## src/rtl/axi_vip_pkg.sv

```systemverilog
// axi_vip_pkg: shared types and constants for the AXI write-channel slave.
package axi_vip_pkg;

    typedef enum logic [1:0] {
        FIXED = 2'b00,
        INCR  = 2'b01,
        WRAP  = 2'b10,
        RSVD  = 2'b11
    } burst_t;

    typedef logic [1:0] resp_t;
    localparam resp_t OKAY   = 2'b00;
    localparam resp_t SLVERR = 2'b10;

    localparam logic [1:0] TRANS_IDLE = 2'b00;
    localparam logic [1:0] TRANS_OK   = 2'b01;
    localparam logic [1:0] TRANS_ERR  = 2'b10;

    typedef enum logic [1:0] {
        IDLE = 2'b00,
        DATA = 2'b01,
        RESP = 2'b10
    } wr_state_t;

    // A WRAP burst must be 2, 4, 8 or 16 beats long.
    function automatic logic is_wrap_len(input logic [7:0] len);
        return (len == 8'd1) || (len == 8'd3) || (len == 8'd7) || (len == 8'd15);
    endfunction

endpackage

```

## src/rtl/axi_burst_addr_gen.sv

```systemverilog
// axi_burst_addr_gen: combinational next-beat address for FIXED/INCR/WRAP bursts,
// plus WRAP legality and 4 KB page-crossing flags for the burst described by
// start/size/len/burst.
module axi_burst_addr_gen
    import axi_vip_pkg::*;
#(
    parameter int ADDR_W = 16
) (
    input  logic [ADDR_W-1:0] i_cur_addr,
    input  logic [ADDR_W-1:0] i_start_addr,
    input  logic [2:0]        i_size,
    input  logic [7:0]        i_len,
    input  logic [1:0]        i_burst,
    output logic [ADDR_W-1:0] o_next_addr,
    output logic              o_wrap_ok,
    output logic              o_cross_4k
);
    // Wide enough that the last byte of the largest INCR burst never overflows.
    localparam int EW = ADDR_W + 16;

    logic [ADDR_W-1:0] w_step;
    logic [ADDR_W-1:0] w_total;
    logic [ADDR_W-1:0] w_bound;
    logic [ADDR_W-1:0] w_incr;
    logic [EW-1:0]     w_span;
    logic [EW-1:0]     w_last_byte;

    assign w_step      = ADDR_W'(1) << i_size;
    assign w_span      = (EW'(i_len) + EW'(1)) << i_size;
    assign w_total     = w_span[ADDR_W-1:0];
    assign w_bound     = i_start_addr & ~(w_total - ADDR_W'(1));
    assign w_incr      = (i_cur_addr & ~(w_step - ADDR_W'(1))) + w_step;
    assign w_last_byte = EW'(i_start_addr & ~(w_step - ADDR_W'(1))) + w_span - EW'(1);

    assign o_wrap_ok  = is_wrap_len(i_len) &&
                        ((i_start_addr & (w_step - ADDR_W'(1))) == {ADDR_W{1'b0}});
    assign o_cross_4k = (burst_t'(i_burst) == INCR) &&
                        (w_last_byte[EW-1:12] != (EW-12)'(i_start_addr[ADDR_W-1:12]));

    // Select the following beat address according to the burst type
    always_comb begin
        o_next_addr = i_cur_addr;
        case (burst_t'(i_burst))
            FIXED: o_next_addr = i_cur_addr;
            INCR:  o_next_addr = w_incr;
            WRAP: begin
                if (w_incr == (w_bound + w_total)) begin
                    o_next_addr = w_bound;
                end else begin
                    o_next_addr = w_incr;
                end
            end
            default: o_next_addr = i_cur_addr;
        endcase
    end

endmodule

```

## src/rtl/axi_write_slave.sv

```systemverilog
// axi_write_slave: single-outstanding AXI write slave (AW -> W beats -> B) that
// drives a word-addressed memory write port and a per-transaction status pulse.
// Build option: define AXI_WR_4KB_CHECK_EN to reject INCR bursts crossing a 4 KB page.
module axi_write_slave
    import axi_vip_pkg::*;
#(
    parameter int ADDR_W = 16,
    parameter int DATA_W = 32,
    parameter int MEM_AW = 14
) (
    input  logic              CLK,
    input  logic              RESET,
    input  logic [ADDR_W-1:0] AWADDR,
    input  logic [7:0]        AWLEN,
    input  logic [2:0]        AWSIZE,
    input  logic [1:0]        AWBUSRT,
    input  logic              AWVALID,
    output logic              AWREADY,
    input  logic [DATA_W-1:0] WDATA,
    input  logic              WLAST,
    input  logic              WVALID,
    output logic              WREADY,
    output logic [1:0]        BRESP,
    output logic              BVALID,
    input  logic              BREADY,
    output logic [1:0]        TRANS_VALID,
    output logic              mem_we,
    output logic [MEM_AW-1:0] mem_addr,
    output logic [DATA_W-1:0] mem_wdata
);
    localparam int         BYTE_SH  = $clog2(DATA_W / 8);
    localparam logic [2:0] MAX_SIZE = 3'(BYTE_SH);

    wr_state_t         r_state;
    logic [ADDR_W-1:0] r_addr;
    logic [ADDR_W-1:0] r_start;
    logic [7:0]        r_len;
    logic [2:0]        r_size;
    logic [1:0]        r_burst;
    logic [7:0]        r_beat;
    logic              r_err;

    logic [ADDR_W-1:0] w_gen_start;
    logic [2:0]        w_gen_size;
    logic [7:0]        w_gen_len;
    logic [1:0]        w_gen_burst;
    logic [ADDR_W-1:0] w_next_addr;
    logic              w_wrap_ok;
    logic              w_cross_4k;
    logic              w_aw_illegal;
    logic              w_last_beat;
    logic              w_term_err;

    // In IDLE the generator looks at the incoming AW so legality is known at acceptance;
    // afterwards it works from the latched burst.
    assign w_gen_start = (r_state == IDLE) ? AWADDR  : r_start;
    assign w_gen_size  = (r_state == IDLE) ? AWSIZE  : r_size;
    assign w_gen_len   = (r_state == IDLE) ? AWLEN   : r_len;
    assign w_gen_burst = (r_state == IDLE) ? AWBUSRT : r_burst;

    axi_burst_addr_gen #(
        .ADDR_W (ADDR_W)
    ) u_addr_gen (
        .i_cur_addr   (r_addr),
        .i_start_addr (w_gen_start),
        .i_size       (w_gen_size),
        .i_len        (w_gen_len),
        .i_burst      (w_gen_burst),
        .o_next_addr  (w_next_addr),
        .o_wrap_ok    (w_wrap_ok),
        .o_cross_4k   (w_cross_4k)
    );

    assign w_last_beat = (r_beat == r_len);
    // WLAST must coincide exactly with the final beat.
    assign w_term_err  = (WLAST != w_last_beat);

`ifndef AXI_WR_4KB_CHECK_EN
    // Page-cross flag is not consulted in this build.
    logic w_unused_cross_4k;
    assign w_unused_cross_4k = w_cross_4k;
`endif

    // Classify the presented AW as illegal (writes suppressed, SLVERR response)
    always_comb begin
        w_aw_illegal = (AWSIZE > MAX_SIZE) ||
                       (burst_t'(AWBUSRT) == RSVD) ||
                       ((burst_t'(AWBUSRT) == WRAP) && !w_wrap_ok);
`ifdef AXI_WR_4KB_CHECK_EN
        w_aw_illegal = w_aw_illegal || w_cross_4k;
`endif
    end

    // Burst FSM with registered handshakes, memory port and status pulse
    always_ff @(posedge CLK) begin
        if (RESET) begin
            r_state     <= IDLE;
            AWREADY     <= 1'b1;
            WREADY      <= 1'b0;
            BVALID      <= 1'b0;
            BRESP       <= OKAY;
            TRANS_VALID <= TRANS_IDLE;
            mem_we      <= 1'b0;
            mem_addr    <= {MEM_AW{1'b0}};
            mem_wdata   <= {DATA_W{1'b0}};
            r_addr      <= {ADDR_W{1'b0}};
            r_start     <= {ADDR_W{1'b0}};
            r_len       <= 8'd0;
            r_size      <= 3'd0;
            r_burst     <= 2'b00;
            r_beat      <= 8'd0;
            r_err       <= 1'b0;
        end else begin
            mem_we      <= 1'b0;
            TRANS_VALID <= TRANS_IDLE;
            case (r_state)
                IDLE: begin
                    if (AWVALID && AWREADY) begin
                        r_addr  <= AWADDR;
                        r_start <= AWADDR;
                        r_len   <= AWLEN;
                        r_size  <= AWSIZE;
                        r_burst <= AWBUSRT;
                        r_beat  <= 8'd0;
                        r_err   <= w_aw_illegal;
                        AWREADY <= 1'b0;
                        WREADY  <= 1'b1;
                        r_state <= DATA;
                    end else begin
                        AWREADY <= 1'b1;
                    end
                end
                DATA: begin
                    if (WVALID && WREADY) begin
                        if (!r_err) begin
                            mem_we    <= 1'b1;
                            mem_addr  <= MEM_AW'(r_addr >> BYTE_SH);
                            mem_wdata <= WDATA;
                        end else begin
                            mem_we <= 1'b0;
                        end
                        r_beat <= r_beat + 8'd1;
                        r_addr <= w_next_addr;
                        if (WLAST || w_last_beat) begin
                            WREADY  <= 1'b0;
                            BVALID  <= 1'b1;
                            r_state <= RESP;
                            if (r_err || w_term_err) begin
                                r_err <= 1'b1;
                                BRESP <= SLVERR;
                            end else begin
                                BRESP <= OKAY;
                            end
                        end else begin
                            WREADY <= 1'b1;
                        end
                    end else begin
                        WREADY <= 1'b1;
                    end
                end
                RESP: begin
                    if (BVALID && BREADY) begin
                        BVALID      <= 1'b0;
                        TRANS_VALID <= r_err ? TRANS_ERR : TRANS_OK;
                        AWREADY     <= 1'b1;
                        r_state     <= IDLE;
                    end else begin
                        BVALID <= 1'b1;
                    end
                end
                default: begin
                    r_state <= IDLE;
                    AWREADY <= 1'b1;
                    WREADY  <= 1'b0;
                    BVALID  <= 1'b0;
                end
            endcase
        end
    end

endmodule
```

## config.mk

```make
export PLATFORM = sky130hd
export DESIGN_NAME = axi_write_slave
export DESIGN_NICKNAME = d
export VERILOG_FILES = /design/src/rtl/axi_vip_pkg.sv /design/src/rtl/axi_burst_addr_gen.sv /design/src/rtl/axi_write_slave.sv
export SDC_FILE = /design/constraint.sdc
export NUM_CORES = 1
export LEC_CHECK = 0
export ABC_AREA = 1
export BUFFER_PORTS_ARGS = -buffer_cell sky130_fd_sc_hd__buf_2
export CAP_MARGIN = 40
export CORE_MARGIN = 5
export CORE_UTILIZATION = 59
export DETAILED_ROUTE_END_ITERATION = 10
export PLACE_DENSITY = 0.82
export SYNTH_ARGS = -nofsm -noshare
export SYNTH_HDL_FRONTEND = slang
export SYNTH_SLANG_ARGS = --single-unit
```

## constraint.sdc

```tcl
create_clock -name CLK -period 5.6 [get_ports CLK]
set_input_delay 0 -clock CLK [delete_from_list [all_inputs] [get_ports CLK]]
set_output_delay 0 -clock CLK [all_outputs]
set_load 0.05 [all_outputs]
```

==> key figures <==
Outcome
  • Outcome: finished clean

Place
  • HPWL Detailed: approximately 21000 um
  • Final Wtd Congestion: a little under 1
  • Worst slack at placement: 251 ps
  • I/O Buffers: 119
  • Placed instance area: around 0.009 mm^2

Power and ir drop
  • Lkg Pwr: about 5.0 nW
  • Total power: roughly 7 mW
  • VDD IR max: ~0.34 mV
  • Power per cell area: around 700 mW/mm^2

Worst setup path
  • Critical Path Fanout Max: 25
  • Crit path max-delay family: simple AND/OR/NAND/NOR gates
  • Crit-path max cell delay: 430 ps
  • Crit path DAT: 5470 ps
  • Slowest CP cell: xnor3_1
  • Critical Path Most Common Cell: nand2_1
  • Buf+Inv Stages, Crit Path: 6
  • Element type at the critical path end: register
  • Startpoint types: register
  • Req. time, crit path: 5830 ps
  • Setup CP Type: register to register

Synth
  • Synthesized flop and latch total: between 100 and 150
  • Syn Std Cell Area: roughly 0.0084 mm^2
  • Synth Instances: approximately 1300
  • Syn avg cell area: roughly 6.3 um^2
  • EDFF count, synth: 0
  • Syn. warnings: 0
  • Most used DFF post-synth: dfxtp_1
  • Sequential area share after synthesis: 0.259
  • Syn Nets: 1437
  • Synth async-reset ratio: 0
  • Unique masters post-synth: 54

Floorplanning
  • Initial Util: 0.605
  • DIE HEIGHT: 130 um
  • IO Pins: approximately 120
  • # rows: between 40 and 50
  • Chip width: 130 um
  • Full die area: approximately 0.017 mm^2
  • CORE AREA: about 0.014 mm^2

Global routing
  • GR Util met1: 0.466
  • Vias in the first global route: 9142
  • Pin count of the biggest net entering global routing: 53
  • Total grt overflow: 0
  • GR Util All Layers: 0.350
  • Met3 GRT Util: 0.0672
  • First-pass GRT wire length: 46800 um
  • Initial antenna violation count: 2
  • GRT met2 Usage: 0.573
  • GRT Max-Usage Layer: met2

Detailed routing
  • DRC violations left: 0
  • DRT iter0 DRCs: roughly 1000
  • DR vias/cell: a little under 6
  • Avg WL per Cell: 17.7 um
  • DRT Pass-1 Iters: 6
  • Routed WL: 29900 um
  • Routed via count: about 10000
  • Routed Antenna Nets: 0

CTS
  • Reg clk slew, reported paths: about 90 ps
  • CTS buffer count: 9
  • # clock sinks: around 110
  • CTS Root Cell: clkbuf_16
  • Clk Latency, worst-skew pair: about 360 ps
  • Clock Tree Buf Depth: 2
  • CTS H-tree depth: 3
  • TritonCTS clock tree: yes

STA
  • Worst setup margin: ~370 ps
  • Setup Viol. Count Final: 0
  • Fin. max-slew vios: 0
  • Hold Worst Slack: ~25 ps
  • Clock skew: ~16 ps
  • Hold Fails Final Rpt: 0
  • FMAX: about 0.19 GHz
  • Slew headroom: 0.274
  • Least-Margin Pin Slew: approximately 1100 ps
  • Period minus WS final: 5230 ps
  • Period utilization: 0.935

Cells and area
  • Multi-input logic area: 0.00534 mm^2
  • Post-layout nets: about 1600
  • Most frequent cells in the layout: 271 x nand2_1, 176 x nor2_1, 158 x inv_1, 142 x nand3_1, 119 x buf_2
  • Area delta synth->final: 19.4%
  • Share of layout cells above drive strength 1: 0.171
  • Commonest non-fill, non-tap cell in the layout: nand2_1
  • FILL cells: approximately 1200
  • Register area: ~0.0022 mm^2
  • Design area: about 0.010 mm^2

Min path
  • Tightest Hold Check Type: input pin to register

Run
  • Maxcap violations: 0
-- where the power goes --
group	leakage (nW)	total (mW)	switching, mW	internal (mW)
logic	3.93	5.31	3.68	1.64
clock network	0.149	0.669	0.346	0.323
registers	0.890	1.05	0.116	0.934
total	4.96	7.03	4.14	2.89
-- cell families (layout without fill, tap and decap cells) --
group | count (synthesis) | count (layout) | synth area share
simple gates | 712 | 713 | 0.387
buf+inv | 229 | 387 | 0.114
other cells | 1 | 3 | 0.000444
xor+xnor | 13 | 13 | 0.0193
flops | 109 | 109 | 0.259
mux | 3 | 3 | 0.00356
compound gates | 257 | 257 | 0.183
fa+ha+maj | 23 | 23 | 0.0341
-- final cells by class --
class | instances | area share
Multi-Input combinational cell | 1010 | 0.530
Sequential cell | 109 | 0.217
Timing Repair Buffer | 193 | 0.134
Inverter | 178 | 0.0666
Tap cell | 180 | 0.0223
Clock buffer | 9 | 0.0223
Antenna cell | 2 | 0.000497
Clock inverter | 7 | 0.00782
-- cells in the mapped netlist, types with 3 or more instances --
| cell type | n | share of area |
|---|---|---|
| nor3_1 | 13 | 0.0077 |
| nand2_1 | 272 | 0.12 |
| o21ai_1 | 7 | 0.0042 |
| nand3b_1 | 4 | 0.0036 |
| nand3_1 | 142 | 0.084 |
| dfxtp_1 | 109 | 0.26 |
| buf_4 | 5 | 0.0044 |
| a21o_1 | 3 | 0.0027 |
| or2_2 | 4 | 0.0030 |
| a21oi_2 | 4 | 0.0042 |
| mux2i_1 | 3 | 0.0036 |
| ha_1 | 23 | 0.034 |
| nand4_1 | 27 | 0.020 |
| a221oi_1 | 6 | 0.0062 |
| o21ai_4 | 4 | 0.0077 |
| nor2_2 | 9 | 0.0067 |
| xnor3_1 | 3 | 0.0080 |
| clkinv_1 | 4 | 0.0018 |
| nor3b_1 | 4 | 0.0036 |
| o21bai_1 | 17 | 0.015 |
| a211oi_1 | 24 | 0.021 |
| o21ai_0 | 96 | 0.057 |
| inv_2 | 16 | 0.0071 |
| clkbuf_1 | 31 | 0.014 |
| nand3_2 | 17 | 0.020 |
| nor4_1 | 3 | 0.0022 |
| nor2_1 | 178 | 0.079 |
| nand2_2 | 25 | 0.019 |
| buf_6 | 11 | 0.015 |
| o21ai_2 | 8 | 0.0083 |
| inv_1 | 158 | 0.070 |
| buf_2 | 3 | 0.0018 |
| nor2_4 | 4 | 0.0053 |
| xor2_1 | 6 | 0.0062 |
| xnor2_1 | 3 | 0.0031 |
| a21oi_1 | 77 | 0.046 |
-- final timing paths --
check                                 start          end  slack [ps]  depth (start not counted)
worst max-delay path             r_state[0]    r_addr[2]         370                         33
worst max register to register   r_state[0]    r_addr[2]         370                         33
worst min-delay path              AWADDR[9]    r_addr[9]          30                          3
worst min register to register  r_start[15]  r_start[15]         460                          2
-- routing by layer --
layer  wire length (um)  part of all wire
met4                887             0.030
met5                  0                 0
met2              13800              0.46
met3               2840             0.095
met1              12400              0.41
-- tightest hold or removal path: stages --
cell     delay, ps
buf_2          100
a21oi_1         90
a21oi_1        150
-- flip-flops by register name, indices dropped and copies added, names as in the netlist, 2 cells and up --
register,count
r_addr,16
TRANS_VALID,2
mem_addr,14
mem_wdata,32
r_len,8
r_start,16
r_state,2
r_size,3
r_burst,2
r_beat,8
-- timing repair --
item,in CTS,in global routing
resized for setup,0,9
setup endpoints to repair,0,16
hold buffers,59,0
hold endpoints to repair,61,0
buffers inserted,0,1
-- per-stage QoR --
step	cells	util	setup TNS (ps)
after global routing	1688	0.723	-10.2
after global placement	1607	0.651	0
after CTS	1683	0.716	0
final	1688	0.723	0
after detailed placement	1608	0.652	0
after floorplan	1347	-	0
Power figures use the tool's default switching activity.
